===== src/rtl/fpadd_sched.sv =====
// fpadd_sched: round-robin scheduler sharing one fixed-latency FP adder between two
// requesters, with credit-managed per-requester response FIFOs. Optional flush: FPADD_SCHED_FLUSH_EN.
module fpadd_sched #(
  parameter int unsigned LAT       = 4,
  parameter int unsigned RSP_DEPTH = 2
) (
  input  logic        clk,
  input  logic        reset_n,
`ifdef FPADD_SCHED_FLUSH_EN
  input  logic        flush,
`endif
  input  logic        req0_valid,
  output logic        req0_ready,
  input  logic [63:0] req0_op1,
  input  logic [63:0] req0_op2,
  input  logic [2:0]  req0_rm,
  input  logic [3:0]  req0_op_type,
  input  logic        req0_p,
  input  logic        req1_valid,
  output logic        req1_ready,
  input  logic [63:0] req1_op1,
  input  logic [63:0] req1_op2,
  input  logic [2:0]  req1_rm,
  input  logic [3:0]  req1_op_type,
  input  logic        req1_p,
  output logic        add_issue,
  output logic [63:0] add_op1,
  output logic [63:0] add_op2,
  output logic [2:0]  add_rm,
  output logic [3:0]  add_op_type,
  output logic        add_p,
  input  logic [63:0] add_result,
  input  logic [4:0]  add_flags,
  output logic        rsp0_valid,
  input  logic        rsp0_ready,
  output logic [63:0] rsp0_result,
  output logic [4:0]  rsp0_flags,
  output logic        rsp1_valid,
  input  logic        rsp1_ready,
  output logic [63:0] rsp1_result,
  output logic [4:0]  rsp1_flags
);
  localparam int unsigned DW = 64;
  localparam int unsigned FW = 5;
  localparam int unsigned PW = (RSP_DEPTH > 1) ? $clog2(RSP_DEPTH) : 1;
  localparam int unsigned MD = 1 << PW;
  localparam int unsigned CW = 4;

  typedef struct packed {
    logic valid;
    logic id;
  } tag_t;

  tag_t [LAT-1:0]   tag_q, tag_d;
  logic             ptr_q, ptr_d;
  logic [1:0]       req_valid, credit_ok, eligible, grant;
  logic [1:0]       push, pop, rsp_valid, rsp_ready;
  logic [CW-1:0]    inflight [2];
  logic [CW-1:0]    occ [2];
  logic [DW+FW-1:0] rsp_head [2];
  tag_t             tail;

  assign req_valid = {req1_valid, req0_valid};
  assign rsp_ready = {rsp1_ready, rsp0_ready};
  assign tail      = tag_q[LAT-1];

  // Outstanding work per requester: ops still in the adder pipe plus results held in its FIFO
  always_comb begin
    for (int n = 0; n < 2; n++) begin
      inflight[n] = '0;
      for (int i = 0; i < int'(LAT); i++) begin
        if (tag_q[i].valid && (tag_q[i].id == 1'(n))) inflight[n] = inflight[n] + CW'(1);
      end
      credit_ok[n] = (inflight[n] + occ[n]) < CW'(RSP_DEPTH);
    end
  end

  always_comb begin
    eligible = req_valid & credit_ok & {2{reset_n}};
`ifdef FPADD_SCHED_FLUSH_EN
    if (flush) eligible = '0;
`endif
    grant = eligible;
    if (eligible == 2'b11) grant = ptr_q ? 2'b10 : 2'b01;
    ptr_d = ptr_q;
    if (grant[0])      ptr_d = 1'b1;
    else if (grant[1]) ptr_d = 1'b0;
  end

  always_comb begin
    tag_d          = tag_q;
    tag_d[0].valid = |grant;
    tag_d[0].id    = grant[1];
    for (int i = 1; i < int'(LAT); i++) tag_d[i] = tag_q[i-1];
`ifdef FPADD_SCHED_FLUSH_EN
    if (flush) tag_d = '0;
`endif
  end

  always_ff @(posedge clk or negedge reset_n) begin
    if (!reset_n) begin
      tag_q <= '0;
      ptr_q <= 1'b0;
    end else begin
      tag_q <= tag_d;
      ptr_q <= ptr_d;
    end
  end

  always_comb begin
    for (int n = 0; n < 2; n++) begin
      push[n] = tail.valid && (tail.id == 1'(n));
`ifdef FPADD_SCHED_FLUSH_EN
      if (flush) push[n] = 1'b0;
`endif
      pop[n] = rsp_valid[n] & rsp_ready[n];
    end
  end

  for (genvar n = 0; n < 2; n++) begin : g_buf
    logic [PW-1:0]    rd_q, rd_d, wr_q, wr_d;
    logic [CW-1:0]    occ_q, occ_d;
    logic [DW+FW-1:0] mem_q [MD];

    always_comb begin
      rd_d  = rd_q;
      wr_d  = wr_q;
      if (push[n]) wr_d = (wr_q == PW'(RSP_DEPTH - 1)) ? '0 : wr_q + PW'(1);
      if (pop[n])  rd_d = (rd_q == PW'(RSP_DEPTH - 1)) ? '0 : rd_q + PW'(1);
      occ_d = occ_q + CW'(push[n]) - CW'(pop[n]);
`ifdef FPADD_SCHED_FLUSH_EN
      if (flush) begin
        rd_d  = '0;
        wr_d  = '0;
        occ_d = '0;
      end
`endif
    end

    always_ff @(posedge clk or negedge reset_n) begin
      if (!reset_n) begin
        rd_q  <= '0;
        wr_q  <= '0;
        occ_q <= '0;
      end else begin
        rd_q  <= rd_d;
        wr_q  <= wr_d;
        occ_q <= occ_d;
      end
    end

    always_ff @(posedge clk) begin
      if (push[n]) mem_q[wr_q] <= {add_flags, add_result};
    end

    assign occ[n]       = occ_q;
    assign rsp_valid[n] = (occ_q != '0);
    assign rsp_head[n]  = rsp_valid[n] ? mem_q[rd_q] : '0;

    a_no_overflow: assert property (@(posedge clk) disable iff (!reset_n)
      !(push[n] && !pop[n] && (occ_q == CW'(RSP_DEPTH))));
  end

  // Operand mux; zero when nothing launches
  always_comb begin
    add_op1     = '0;
    add_op2     = '0;
    add_rm      = '0;
    add_op_type = '0;
    add_p       = 1'b0;
    if (grant[0]) begin
      add_op1     = req0_op1;
      add_op2     = req0_op2;
      add_rm      = req0_rm;
      add_op_type = req0_op_type;
      add_p       = req0_p;
    end else if (grant[1]) begin
      add_op1     = req1_op1;
      add_op2     = req1_op2;
      add_rm      = req1_rm;
      add_op_type = req1_op_type;
      add_p       = req1_p;
    end
  end

  assign req0_ready = grant[0];
  assign req1_ready = grant[1];
  assign add_issue  = |grant;
  assign rsp0_valid = rsp_valid[0];
  assign rsp1_valid = rsp_valid[1];
  assign {rsp0_flags, rsp0_result} = rsp_head[0];
  assign {rsp1_flags, rsp1_result} = rsp_head[1];
endmodule


===== config.mk =====
export PLATFORM = sky130hd
export DESIGN_NAME = fpadd_sched
export DESIGN_NICKNAME = d
export VERILOG_FILES = /design/src/rtl/fpadd_sched.sv
export SDC_FILE = /design/constraint.sdc
export NUM_CORES = 1
export LEC_CHECK = 0
export ABC_CLOCK_PERIOD_IN_PS = 7550
export CORE_AREA = 2 2 241 243
export CTS_CLUSTER_SIZE = 14
export DETAILED_ROUTE_END_ITERATION = 7
export DIE_AREA = 0 0 243 245
export GPL_TIMING_DRIVEN = 0
export SYNTH_ARGS = -nofsm -noshare
export SYNTH_HDL_FRONTEND = slang
export SYNTH_SLANG_ARGS = --single-unit

===== constraint.sdc =====
create_clock -name clk -period 7.55 [get_ports clk]
set_input_delay 1.1325 -clock clk [delete_from_list [all_inputs] [get_ports clk]]
set_output_delay 1.1325 -clock clk [all_outputs]
set_load 0.005 [all_outputs]

# Word-level counts from Yosys, hierarchy flattened
# Memories as Yosys holds them, arrays and structs flattened.
# Cells that the tools add are included.
dict set report totals {
  register_bits 21
  ramBits 276
  in_bits 347
  output_inout_bits 279
  word_cells 88
  n_memories 2
}
dict set report op_classes {
  n_addsub 16
  n_lt_le_gt_ge 2
  n_eq_ne 1
  mux 32
  n_bitwise 8
  reduce_logical 12
}
# name depth word_bits read_ports rd_ports_with_merged_regs write_ports line
set mem_list {}
lappend mem_list {{g_buf[0].mem_q} 2 69 1 0 1 123} ;# logic [DW+FW-1:0] mem_q [MD];
lappend mem_list {{g_buf[1].mem_q} 2 69 1 0 1 123}
# operator count
set ops {}
lappend ops {{two-way mux 64 bit} 4}
lappend ops {{two-way mux 69 bit} 2}
lappend ops {{two-way mux 4 bit} 8}
lappend ops {{adder 4 x 1 -> 4 bit, second input constant} 6}
lappend ops {{two-way mux 1 bit} 14}
lappend ops {{adder 4 x 1 -> 4 bit} 2}
lappend ops {{adder 4 bit} 2}
lappend ops {{logical AND 1 bit} 8}
lappend ops {{less-than comparator 4 x 2 -> 1 bit, second input constant} 2}
lappend ops {{nonzero test 4 bit} 2}
lappend ops {{subtractor 4 x 1 -> 4 bit} 2}
lappend ops {{two-way mux 3 bit} 2}
lappend ops {{adder 1 bit, second input constant} 4}
lappend ops {{bitwise AND 2 bit} 2}
lappend ops {{two-way mux 2 bit} 2}
lappend ops {{NOT 1 bit} 4}
lappend ops {{bitwise AND 1 bit} 2}
lappend ops {{== test 2 bit, second input constant} 1}
lappend ops {{nonzero test 2 bit} 1}
lappend ops {{OR reduction 2 bit} 1}

# Logic depth before layout (Yosys ltp)
# Gate-level depths: netlist of the first run.
dict set report logic_depth {
  depth_word 17
  depth_mapped 16
  ltp_nobuf 14
}

# Least setup slack after synthesis of the first run
# Ideal clock, no wire load.
dict set report synth_path {
  path_type {reg-to-output}
  start {reg tag_q, in the netlist tag_d[3]}
  end {out add_op1[54]}
  arrival_ps 3074
  required_ps 6418
  path_slack_ps 3343
  stages_incl_launch_ff 15
  n_path_buf 2
  path_cell_list {dfrtp_1 and2_1 inv_1 ha_1 xnor2_1 ha_1 mux2_2 fa_1 xor2_1 nor3_1 and2_1 a211oi_1 buf_2 buf_4 a22o_1}
}
dict set report synth_between {
  word_cells_on_any_way 26
  cone_classes {add/sub (8); order compare (2); eq/ne (1); mux (11); bitwise (2); reduce/logical (2)}
}
# element line
set synth_lines {}
lappend synth_lines {{start, declared} 54} ;# tag_t [LAT-1:0] tag_q, tag_d;
lappend synth_lines {{start signal, assigned} 105} ;# tag_q <= tag_d;
lappend synth_lines {{logical AND 1 bit} 72} ;# if (tag_q[i].valid && (tag_q[i].id == 1'(n))) inflight[n] = inflight[n] + CW'(1);
lappend synth_lines {{two-way mux 1 bit} 72}
lappend synth_lines {{adder 4 x 1 -> 4 bit} 72}
lappend synth_lines {{two-way mux 4 bit} 72}
lappend synth_lines {{adder 4 x 1 -> 4 bit} 72}
lappend synth_lines {{two-way mux 4 bit} 72}
lappend synth_lines {{adder 4 x 1 -> 4 bit} 72}
lappend synth_lines {{two-way mux 4 bit} 72}
lappend synth_lines {{adder 4 bit} 74} ;# credit_ok[n] = (inflight[n] + occ[n]) < CW'(RSP_DEPTH);
lappend synth_lines {{less-than comparator 4 x 2 -> 1 bit} 74}
lappend synth_lines {{bitwise AND 2 bit * (2 in series)} 79} ;# eligible = req_valid & credit_ok & {2{reset_n}};
lappend synth_lines {{== test 2 bit} 84} ;# if (eligible == 2'b11) grant = ptr_q ? 2'b10 : 2'b01;
lappend synth_lines {{two-way mux 2 bit *} 84}
lappend synth_lines {{via req0_ready} 13} ;# output logic req0_ready,
lappend synth_lines {{two-way mux 64 bit *} 171} ;# if (grant[0]) begin
lappend synth_lines {{end, declared} 27} ;# output logic [63:0] add_op1,
# The timed path passes the listed nets; every way through them passes the cells marked *.

# Final worst setup path of the first run
dict set report layout_path {
  start {reg tag_q, in the netlist tag_d[3]}
  end {out add_op1[56]}
}
dict set report layout_between {
  elab_chain_cells 16
  word_cells_on_any_way 26
  cone_classes {add/sub (8); order compare (2); eq/ne (1); mux (11); bitwise (2); reduce/logical (2)}
}
# element line
set layout_rtl {}
lappend layout_rtl {{logical AND 1 bit} 72}
lappend layout_rtl {{two-way mux 1 bit} 72}
lappend layout_rtl {{adder 4 x 1 -> 4 bit} 72}
lappend layout_rtl {{two-way mux 4 bit} 72}
lappend layout_rtl {{adder 4 x 1 -> 4 bit} 72}
lappend layout_rtl {{two-way mux 4 bit} 72}
lappend layout_rtl {{adder 4 x 1 -> 4 bit} 72}
lappend layout_rtl {{two-way mux 4 bit} 72}
lappend layout_rtl {{adder 4 bit} 74}
lappend layout_rtl {{less-than comparator 4 x 2 -> 1 bit} 74}
lappend layout_rtl {{bitwise AND 2 bit * (2 in series)} 79}
lappend layout_rtl {{== test 2 bit} 84}
lappend layout_rtl {{two-way mux 2 bit *} 84}
lappend layout_rtl {{two-way mux 64 bit} 177} ;# end else if (grant[1]) begin
lappend layout_rtl {{two-way mux 64 bit *} 171}
# Mark *: on every way between the ends. The rest lies on a longest branch, timed or not.

==> results of run 1 <==
-- worst min path at each step --
stage              from        to  slack (ns)  cells past startpoint
4_1_cts        tag_d[2]  tag_d[4]        0.40                      0
3_5_place_dp   tag_d[4]  tag_d[6]        0.38                      0
3_3_place_gp   tag_d[4]  tag_d[6]        0.38                      0
2_1_floorplan  tag_d[3]  tag_d[5]        0.36                      0
5_1_grt        tag_d[2]  tag_d[4]        0.42                      0
6_report       tag_d[2]  tag_d[4]        0.40                      0
-- layout make-up --
class	instances	share of cell area [%]
multi-input combinational	504	18.15
sequential	297	40.78
antenna	16	0.1852
inverter	24	0.4168
buffer	62	1.818
tap	765	4.429
clock inverter	20	0.8510
clock buffer	36	3.676
timing repair buffer	632	29.70
-- layout by cell type (no fill, tap or decap), types with 6 or more instances in the layout --
master,instances
buf_1,8
edfxtp_1,276
buf_6,14
buf_4,14
clkdlybuf4s50_1,625
clkbuf_1,29
diode_2,16
ha_1,20
clkbuf_16,31
a22o_1,136
nand2_1,12
clkinv_1,8
xnor2_1,10
dfrtp_1,21
nor2_1,141
xor2_1,6
mux2i_1,138
and2_1,6
inv_1,22
-- kinds of logic after synthesis --
| family | after synthesis | synth area share [%] |
|---|---|---|
| fa+ha+maj | 24 | 2.503 |
| compound gates | 149 | 9.737 |
| simple gates | 174 | 5.357 |
| mux | 139 | 10.55 |
| xor+xnor | 18 | 1.403 |
| buf+inv | 86 | 3.660 |
| flops | 297 | 66.79 |
-- synthesized netlist by cell type (2+ instances only) --
master / instances
a21o_1: 3
a21oi_1: 3
a22o_1: 136
and2_1: 7
and3_1: 4
buf_1: 8
buf_2: 2
buf_4: 14
buf_6: 14
clkbuf_1: 24
dfrtp_1: 21
edfxtp_1: 276
fa_1: 4
ha_1: 20
inv_1: 22
inv_2: 2
mux2i_1: 138
nand2_1: 12
nand2b_1: 2
nand3_1: 2
nor2_1: 143
o21ai_0: 2
xnor2_1: 10
xnor3_1: 2
xor2_1: 6
-- per-layer routing --
layer	routed length (um)	vias up	track usage, %
li1	-	4711	-
met1	23950	5118	22.90
met4	2877	4	8.228
met5	27	-	0
met3	5224	169	6.571
met2	36600	524	41.82
-- sequential cells by signal, indices dropped and copies added (netlist names) --
register	count
g_buf.occ_q	8
g_buf.wr_q	2
g_buf.mem_q	276
ptr_q	1
g_buf.rd_q	2
tag_q	2
tag_d	6
-- through the flow --
stage	instances	cell area, sq um	utilization, %
2_1_floorplan	887	13200	-
3_3_place_gp	2277	20410	35.78
3_5_place_dp	2284	20590	36.11
4_1_cts	2340	21570	37.82
5_1_grt	2350	21600	37.87
6_report	2356	21610	37.89
-- power breakdown --
group	switching, mW	internal [mW]
registers	0.0580	1.95
clock network	0.623	0.854
logic	1.23	1.41
total	1.91	4.22
==> flow_metrics.py, run 1 <==
metrics = {
    "critical_path": {
        "cpMaxStageDelayCell": "clkdlybuf4s50_1",
        "critPathLaunchType": "flop",
        "worstPathArrival_ns": 4.94,
        "reg2reg_to": "tag_d[2]",
        "path_cells": "and2_1 > inv_1 > ha_1 > xnor2_1 > ha_1 > mux2_2 > fa_1 > xor2_1 > nor3_1 > and2_1 > a211oi_1 > buf_2 > buf_4 > a22o_1 > clkdlybuf4s50_1",
        "r2r_cells": 14,
        "endpoint": "add_op1[56]",
        "cpPeakStageDelay_ns": 0.70,
        "crit_family": "buffers and inverters",
        "crit_cells": 15,
        "required_ns": 6.42,
        "cp_max_fo": 10,
        "r2r_slack_ns": 4.26,
        "path_buf_inv": 4,
        "end_kind": "output port",
        "r2r_start": "tag_d[3]",
        "crit_type": "flop to output port",
        "startpoint": "tag_d[3]",
    },
    "grt": {
        "antenna_found_initial": 64,
        "grt_pass1_vias": 10641,
        "grt_pass1_wl_mm": 89.79,
        "track_usage_pct": 22.11,
        "grt_max_degree": 46,
        "grt.overflow.total": 0,
    },
    "yosys": {
        "ys_ff_latch": 297,
        "yosysTopAreaCell": "edfxtp_1",
        "synth.distinct_cells": 35,
        "synth_nets": 1258,
        "yosysWarnings": 0,
        "avgSynthCellArea_sq_um": 14.88,
        "synth_edf_count": 276,
        "syn-cell-area_sq_um": 13200,
        "synthFlopType": "edfxtp_1",
        "async_flop_share_pct": 7.071,
        "synthTopCellsByArea": "edfxtp_1, mux2i_1, a22o_1",
        "synthDominantCellAreaShare_pct": 62.80,
        "synthCells": 887,
        "seq_area_frac_synth_pct": 66.79,
    },
    "sta": {
        "finalWorstSetupSlack_ns": 1.481,
        "hold_viol_final": 0,
        "relSlewSlack_pct": 26.98,
        "holdWs_ns": 0.4005,
        "drv_slew": 0,
        "period_needed_ns": 6.069,
        "worst_slew_pin_slew_ns": 1.092,
        "tns_ns": 0,
        "fin_crit_sh_pct": 80.39,
        "fmax_ghz": 0.1648,
        "setup_viol": 0,
        "rsz0062_at_grt": "false",
        "fin_worst_skew_ns": 0.007741,
    },
    "clock_network": {
        "cts_tree": "done",
        "clk_pin_slew_ns": 0.06,
        "clkLatencyLatePin_ns": 0.55,
        "cts_buffer_depth": 3,
        "cts.sinks": 297,
        "cts_buffers": 30,
        "postCtsHoldBufs": 0,
        "post_cts.repair.setup_buffers": 0,
        "root_buffer": "clkbuf_16",
        "cts_resized": 0,
        "cts_max_level": 1,
    },
    "drt": {
        "drt_iter0_markers": 620,
        "first_pass_iters": 4,
        "drc_errors": 0,
        "post_drt_wl_per_cell_um": 29.15,
        "viasPerCell": 4.468,
        "vias": 10526,
        "antenna_left": 0,
        "routed_wl_mm": 68.68,
    },
    "finish": {
        "nFillCells": 5599,
        "seqCellArea_sq_um": 8813,
        "syn_to_final_growth_pct": 63.78,
        "multi_input_area_sq_um": 3923,
        "drive_gt1_share_pct": 5.651,
        "finalNetCount": 1922,
    },
    "placed_design": {
        "gp_congestion": 0.9987,
        "pre_cts_ws_ns": 1.607,
        "port_buffers": 625,
        "place_hpwl_mm": 57.90,
    },
    "power": {
        "p_leak_nw": 7.972,
        "power_mw": 6.131,
        "power_density_nw_per_um2": 283.7,
        "peakVddDrop_mv": 0.1768,
    },
    "die": {
        "core-area_sq_um": 57030,
        "start_util_pct": 23.14,
        "die_area_sq_um": 59540,
        "core.rowCount": 88,
        "die_h_um": 245,
        "io_pins": 626,
        "die_w_um": 243,
    },
    "status": {
        "status": "complete, no violations",
    },
    "min_path": {
        "hold_path_class": "flop to flop",
    },
    "flow_run": {
        "drv_cap": 0,
    },
}
No activity file was read; power rests on OpenSTA's default activity.
==> inputs of run 2 (changes only) <==
--- a/config.mk
+++ b/config.mk
@@ -5,11 +5,11 @@
 export SDC_FILE = /design/constraint.sdc
 export NUM_CORES = 1
 export LEC_CHECK = 0
-export ABC_CLOCK_PERIOD_IN_PS = 7550
-export CORE_AREA = 2 2 241 243
+export ABC_CLOCK_PERIOD_IN_PS = 5540
+export CORE_AREA = 2 2 243 245
 export CTS_CLUSTER_SIZE = 14
 export DETAILED_ROUTE_END_ITERATION = 7
-export DIE_AREA = 0 0 243 245
+export DIE_AREA = 0 0 245 247
 export GPL_TIMING_DRIVEN = 0
 export SYNTH_ARGS = -nofsm -noshare
 export SYNTH_HDL_FRONTEND = slang
==> constraint.sdc (replaced) <==
create_clock -name clk -period 5.54 [get_ports clk]
set_input_delay 0.831 -clock clk [delete_from_list [all_inputs] [get_ports clk]]
set_output_delay 0.831 -clock clk [all_outputs]
set_load 0.005 [all_outputs]
==> run 2 against run 1 <==
Utilization decreased by 0.41 points. Via count shrank 0.77%. Hold slack improved by 0.0075 ns. Largest cell class unchanged. Non-clock buffer count increased by 3.
==> flow_metrics.py, run 2 (synthesized netlist as in run 1, its figures left out) <==
metrics = {
    "finish": {
        "top_register": "g_buf.mem_q",
        "syn_to_final_growth_pct": 65.44,
        "final_common_cell": "clkdlybuf4s50_1",
        "final_cell_mix": "clkdlybuf4s50_1, edfxtp_1, nor2_1",
        "drive_gt1_share_pct": 6.662,
        "layout.cells.non_filler": 2362,
        "largest_register_ffs": 276,
        "design_area_sq_um": 21830,
        "finalNetCount": 1925,
    },
    "sta": {
        "relSlewSlack_pct": 27.83,
        "period_needed_ns": 5.347,
        "fin_worst_skew_ns": 0.008670,
        "drv_slew": 0,
        "fmax_ghz": 0.1870,
        "hold_viol_final": 0,
        "setup_viol": 0,
        "worst_slew_pin_slew_ns": 1.079,
        "finalWorstSetupSlack_ns": 0.1932,
        "fin_crit_sh_pct": 96.51,
    },
    "min_path": {
        "hold_path_class": "flop to flop",
        "hold_path_startpoint": "tag_d[3]",
    },
    "die": {
        "die_h_um": 247,
        "start_util_pct": 22.66,
        "core-area_sq_um": 58240,
        "io_pins": 626,
        "die_w_um": 245,
        "core.rowCount": 89,
        "die_area_sq_um": 60520,
    },
    "grt": {
        "grt_max_degree": 45,
        "grt_pass1_wl_mm": 83.04,
        "use_met1_pct": 21.14,
        "met2_usage_pct": 36.29,
        "antenna_found_initial": 44,
        "grt_pass1_vias": 10648,
        "grt.overflow.total": 0,
        "track_usage_pct": 19.58,
        "use_met3_pct": 4.906,
        "grt-busiest-layer": "met2",
    },
    "critical_path": {
        "end_kind": "output port",
        "cp_max_fo": 10,
        "path_cells": "nand2b_1 > ha_1 > xnor3_1 > and2_1 > fa_1 > xnor2_1 > nand4b_1 > a211oi_2 > buf_4 > buf_6 > buf_4 > a22o_1 > clkdlybuf4s50_1",
        "cp_common_cell": "buf_4",
        "critPathLaunchType": "flop",
        "r2r_start": "tag_d[4]",
        "cpPeakStageDelay_ns": 0.54,
        "crit_type": "flop to output port",
        "startpoint": "tag_d[4]",
        "cpMaxStageDelayCell": "clkdlybuf4s50_1",
        "required_ns": 4.71,
        "worstPathArrival_ns": 4.52,
    },
    "power": {
        "peakVddDrop_mv": 0.3124,
        "p_leak_nw": 8.273,
        "power_density_nw_per_um2": 392.2,
        "power_mw": 8.563,
    },
    "placed_design": {
        "port_buffers": 625,
        "placed_cell_area_sq_um": 20580,
        "gp_congestion": 0.9434,
        "place_hpwl_mm": 50.80,
        "pre_cts_ws_ns": 0.1656,
        "dp_cells": 2291,
    },
    "clock_network": {
        "cts_buffers": 30,
        "cts_tree": "done",
        "clkLatencyLatePin_ns": 0.56,
        "clk_pin_slew_ns": 0.06,
        "postCtsHoldBufs": 0,
        "cts_buffer_depth": 3,
        "root_buffer": "clkbuf_16",
        "cts_max_level": 1,
        "cts.sinks": 297,
    },
    "drt": {
        "viasPerCell": 4.422,
        "antenna_left": 0,
        "drt_iter0_markers": 455,
        "first_pass_iters": 5,
        "vias": 10445,
        "drc_errors": 0,
        "post_drt_wl_per_cell_um": 26.62,
        "routed_wl_mm": 62.88,
    },
    "flow_run": {
        "drv_cap": 0,
    },
    "status": {
        "status": "complete, no violations",
    },
}
run 2: repair_timing:
action / 4_1_cts / 5_1_grt
setup endpoints to repair: 47 / 91
buffers inserted: 0 / 3
gates cloned: 0 / 1
pin swaps: 0 / 5
resized for setup: 6 / 25
run 2: worst max-delay path, delay by kind of cell, from the launching register on:
kind | cells | cell delay (ns)
buffers and inverters | 4 | 1.10
adder cells (fa/ha/maj) | 2 | 0.74
AND/OR/NAND/NOR | 3 | 0.60
XOR/XNOR | 2 | 0.58
AO/OA/AOI/OAI | 2 | 0.53
flip-flops | 1 | 0.40
run 2: where the power goes:
group          switching [mW]  internal (mW)  leakage, nW
Sequential             0.0819           2.66         2.75
Combinational            1.69           1.95         5.01
Clock                   0.833           1.34        0.514
run 2: metal layers:
layer	routed length [um]	vias to the layer above	part of all wire, %
met2	33130	456	53
met3	4103	128	6.5
li1	-	4720	-
met1	23110	5141	37
met5	0	-	0
met4	2536	0	4.0
run 2: final cells by class:
cell class	instances	area [sq um]
diodes	13	32.53
plain buffers	62	401.6
clock buffers	37	798.3
clock inverters	17	264.0
fillers	5536	36410
inverters	24	90.09
multi-input cells	504	4024
flip-flops and latches	297	8813
well taps	773	967.2
repair buffers	635	6441
run 2: final timing paths:
check / endpoint / slack, ns / cells past startpoint
max in group asynchronous: g_buf[1].occ_q[2] / 4.02 / 1
max: add_op2[13] / 0.19 / 13
min reg2reg: tag_d[5] / 0.41 / 0
min: tag_d[5] / 0.41 / 0
min in group asynchronous: g_buf[0].rd_q / 0.86 / 1
max reg2reg: tag_d[2] / 2.24 / 10
run 2: through the flow:
| step | utilization [%] | TNS [ns] | hold WS (ns) |
|---|---|---|---|
| detailed placement | 35.33 | 0 | 0.3861 |
| finish | 37.49 | 0 | 0.4079 |
| floorplan | - | 0 | 0.3597 |
| global placement | 35.06 | -177.03 | 0.3862 |
| global route | 37.48 | -0.0009850 | 0.4310 |
| CTS | 37.17 | 0 | 0.4063 |
==> inputs of run 3 (changes only) <==
--- a/config.mk
+++ b/config.mk
@@ -6,10 +6,11 @@
 export NUM_CORES = 1
 export LEC_CHECK = 0
 export ABC_CLOCK_PERIOD_IN_PS = 5540
-export CORE_AREA = 2 2 243 245
+export CORE_AREA = 2 2 242 244
 export CTS_CLUSTER_SIZE = 14
 export DETAILED_ROUTE_END_ITERATION = 7
-export DIE_AREA = 0 0 245 247
+export DIE_AREA = 0 0 244 246
+export DONT_BUFFER_PORTS = 1
 export GPL_TIMING_DRIVEN = 0
 export SYNTH_ARGS = -nofsm -noshare
 export SYNTH_HDL_FRONTEND = slang
==> run 3 against run 2 <==
Via count down 22%. Critical endpoint is now add_op1[59]. Combinational power is 39% lower. Hold slack got worse by 0.046 ns. Critical path depth rose by 1. Highest routed layer is now met5.
==> flow_metrics.py, run 3 (synthesized netlist as in run 1, its figures left out) <==
metrics = {
    "power": {
        "peakVddDrop_mv": 0.3192,
        "power_mw": 6.983,
        "p_leak_nw": 5.612,
        "power_density_nw_per_um2": 454.4,
    },
    "die": {
        "die_area_sq_um": 60020,
        "start_util_pct": 23.00,
        "core-area_sq_um": 57370,
        "die_h_um": 246,
        "die_w_um": 244,
        "core.rowCount": 88,
        "io_pins": 626,
    },
    "grt": {
        "grt.overflow.total": 0,
        "grt_pass1_wl_mm": 73.11,
        "grt_pass1_vias": 8106,
        "track_usage_pct": 18.05,
        "grt_max_degree": 53,
        "antenna_found_initial": 34,
    },
    "clock_network": {
        "cts_tree": "done",
        "cts_buffers": 30,
        "post_cts.repair.setup_buffers": 0,
        "cts_max_level": 1,
        "clkLatencyLatePin_ns": 0.56,
        "root_buffer": "clkbuf_16",
        "cts.sinks": 297,
        "cts_resized": 0,
        "clk_pin_slew_ns": 0.06,
        "postCtsHoldBufs": 1,
        "cts_buffer_depth": 3,
    },
    "drt": {
        "drc_errors": 0,
        "vias": 8193,
        "viasPerCell": 4.733,
        "antenna_left": 0,
        "post_drt_wl_per_cell_um": 33.21,
        "first_pass_iters": 5,
        "drt_iter0_markers": 533,
        "routed_wl_mm": 57.48,
    },
    "critical_path": {
        "critPathLaunchType": "flop",
        "worstPathArrival_ns": 4.32,
        "cp_max_fo": 10,
        "required_ns": 4.71,
        "r2r_start": "tag_d[2]",
        "reg2reg_to": "tag_d[2]",
        "end_kind": "output port",
        "r2r_slack_ns": 2.20,
        "r2r_cells": 14,
        "crit_type": "flop to output port",
    },
    "sta": {
        "worst_slew_pin_slew_ns": 1.071,
        "relSlewSlack_pct": 28.34,
        "holdWs_ns": 0.3624,
        "fmax_ghz": 0.1941,
        "fin_worst_skew_ns": 0.009644,
        "finalWorstSetupSlack_ns": 0.3886,
        "setup_viol": 0,
        "fin_crit_sh_pct": 92.99,
        "period_needed_ns": 5.151,
        "drv_slew": 0,
        "hold_viol_final": 0,
        "rsz0062_at_grt": "false",
    },
    "flow_run": {
        "drv_cap": 0,
    },
    "finish": {
        "final_common_cell": "edfxtp_1",
        "finalNetCount": 1298,
        "top_register": "g_buf.mem_q",
        "final_util_pct": 26.79,
        "final_cell_mix": "edfxtp_1, nor2_1, mux2i_1",
        "syn_to_final_growth_pct": 16.45,
        "drive_gt1_share_pct": 9.474,
        "largest_register_ffs": 276,
    },
    "placed_design": {
        "gp_congestion": 1.191,
        "place_hpwl_mm": 46.79,
        "port_buffers": 0,
        "pre_cts_ws_ns": 0.8765,
    },
    "min_path": {
        "hold_path_class": "input port to flop",
        "min_path_cells": 0,
        "worstHoldEndpoint": "g_buf[1].mem_q[1][25]",
        "hold_path_startpoint": "add_result[25]",
    },
    "status": {
        "status": "complete, no violations",
    },
}
-- run 3: cell types whose count changed in the layout (fill, tap and decap cells not counted), moves of 3 or more --
cell / before / now
bufinv_16: 7 / 3
a22o_4: 6 / 0
a22o_1: 129 / 136
buf_4: 17 / 14
clkinv_2: 1 / 4
clkbuf_1: 30 / 27
clkdlybuf4s50_1: 613 / 0
diode_2: 13 / 16
dlymetal6s2s_1: 10 / 0
-- run 3: report_power, final --
part	switching, mW	total (mW)	internal (mW)
registers	0.0822	2.75	2.66
clock network	0.850	2.01	1.16
logic	1.44	2.23	0.785
total	2.38	6.98	4.61
-- run 3: critical path, cell delays in order, from the launching register on --
cell	delay (ns)
dfrtp_1	0.39
and2_1	0.16
inv_1	0.05
ha_1	0.31
xnor2_1	0.20
ha_1	0.25
mux2_2	0.30
fa_1	0.38
xor2_1	0.14
nor3_1	0.09
and2_1	0.18
a211oi_1	0.29
buf_2	0.40
buf_4	0.32
a22o_1	0.29
-- run 3: layout make-up --
type	instances	area [sq um]
clock buffer	34	787.0
fill	5807	42000
clock inverter	21	191.4
multi-input combinational	504	3923
inverter	24	90.09
tap	765	957.2
sequential	297	8813
buffer	62	392.9
antenna	16	40.04
timing repair buffer	8	172.7
-- run 3: routing by layer --
metal	vias up	track usage, %	wire [um]
met4	16	8.124	2383
met3	130	7.974	5894
met1	4129	18.52	19700
met2	469	31.68	29400
met5	-	0	107
li1	3449	-	-
-- run 3: worst max path at each step --
stage | slack, ns | startpoint | end | cells past startpoint
6_report | 0.39 | tag_d[2] | add_op1[59] | 14
5_1_grt | 0.04 | tag_d[2] | add_op2[2] | 15
4_1_cts | 0.26 | tag_d[2] | add_op2[2] | 12
3_5_place_dp | 0.88 | tag_d[2] | add_op2[2] | 12
3_3_place_gp | -1.26 | tag_q[7] | g_buf[1].mem_q[0][34] | 2
2_1_floorplan | 1.57 | tag_q[6] | g_buf[0].mem_q[0][0] | 2
-- run 3: per-stage QoR --
step	setup TNS, ns	std cells	area [sq um]
2_1_floorplan	0	887	13200
6_report	0	1731	15370
3_3_place_gp	-171.87	1652	14150
4_1_cts	0	1715	15330
3_5_place_dp	0	1659	14340
5_1_grt	0	1724	15350
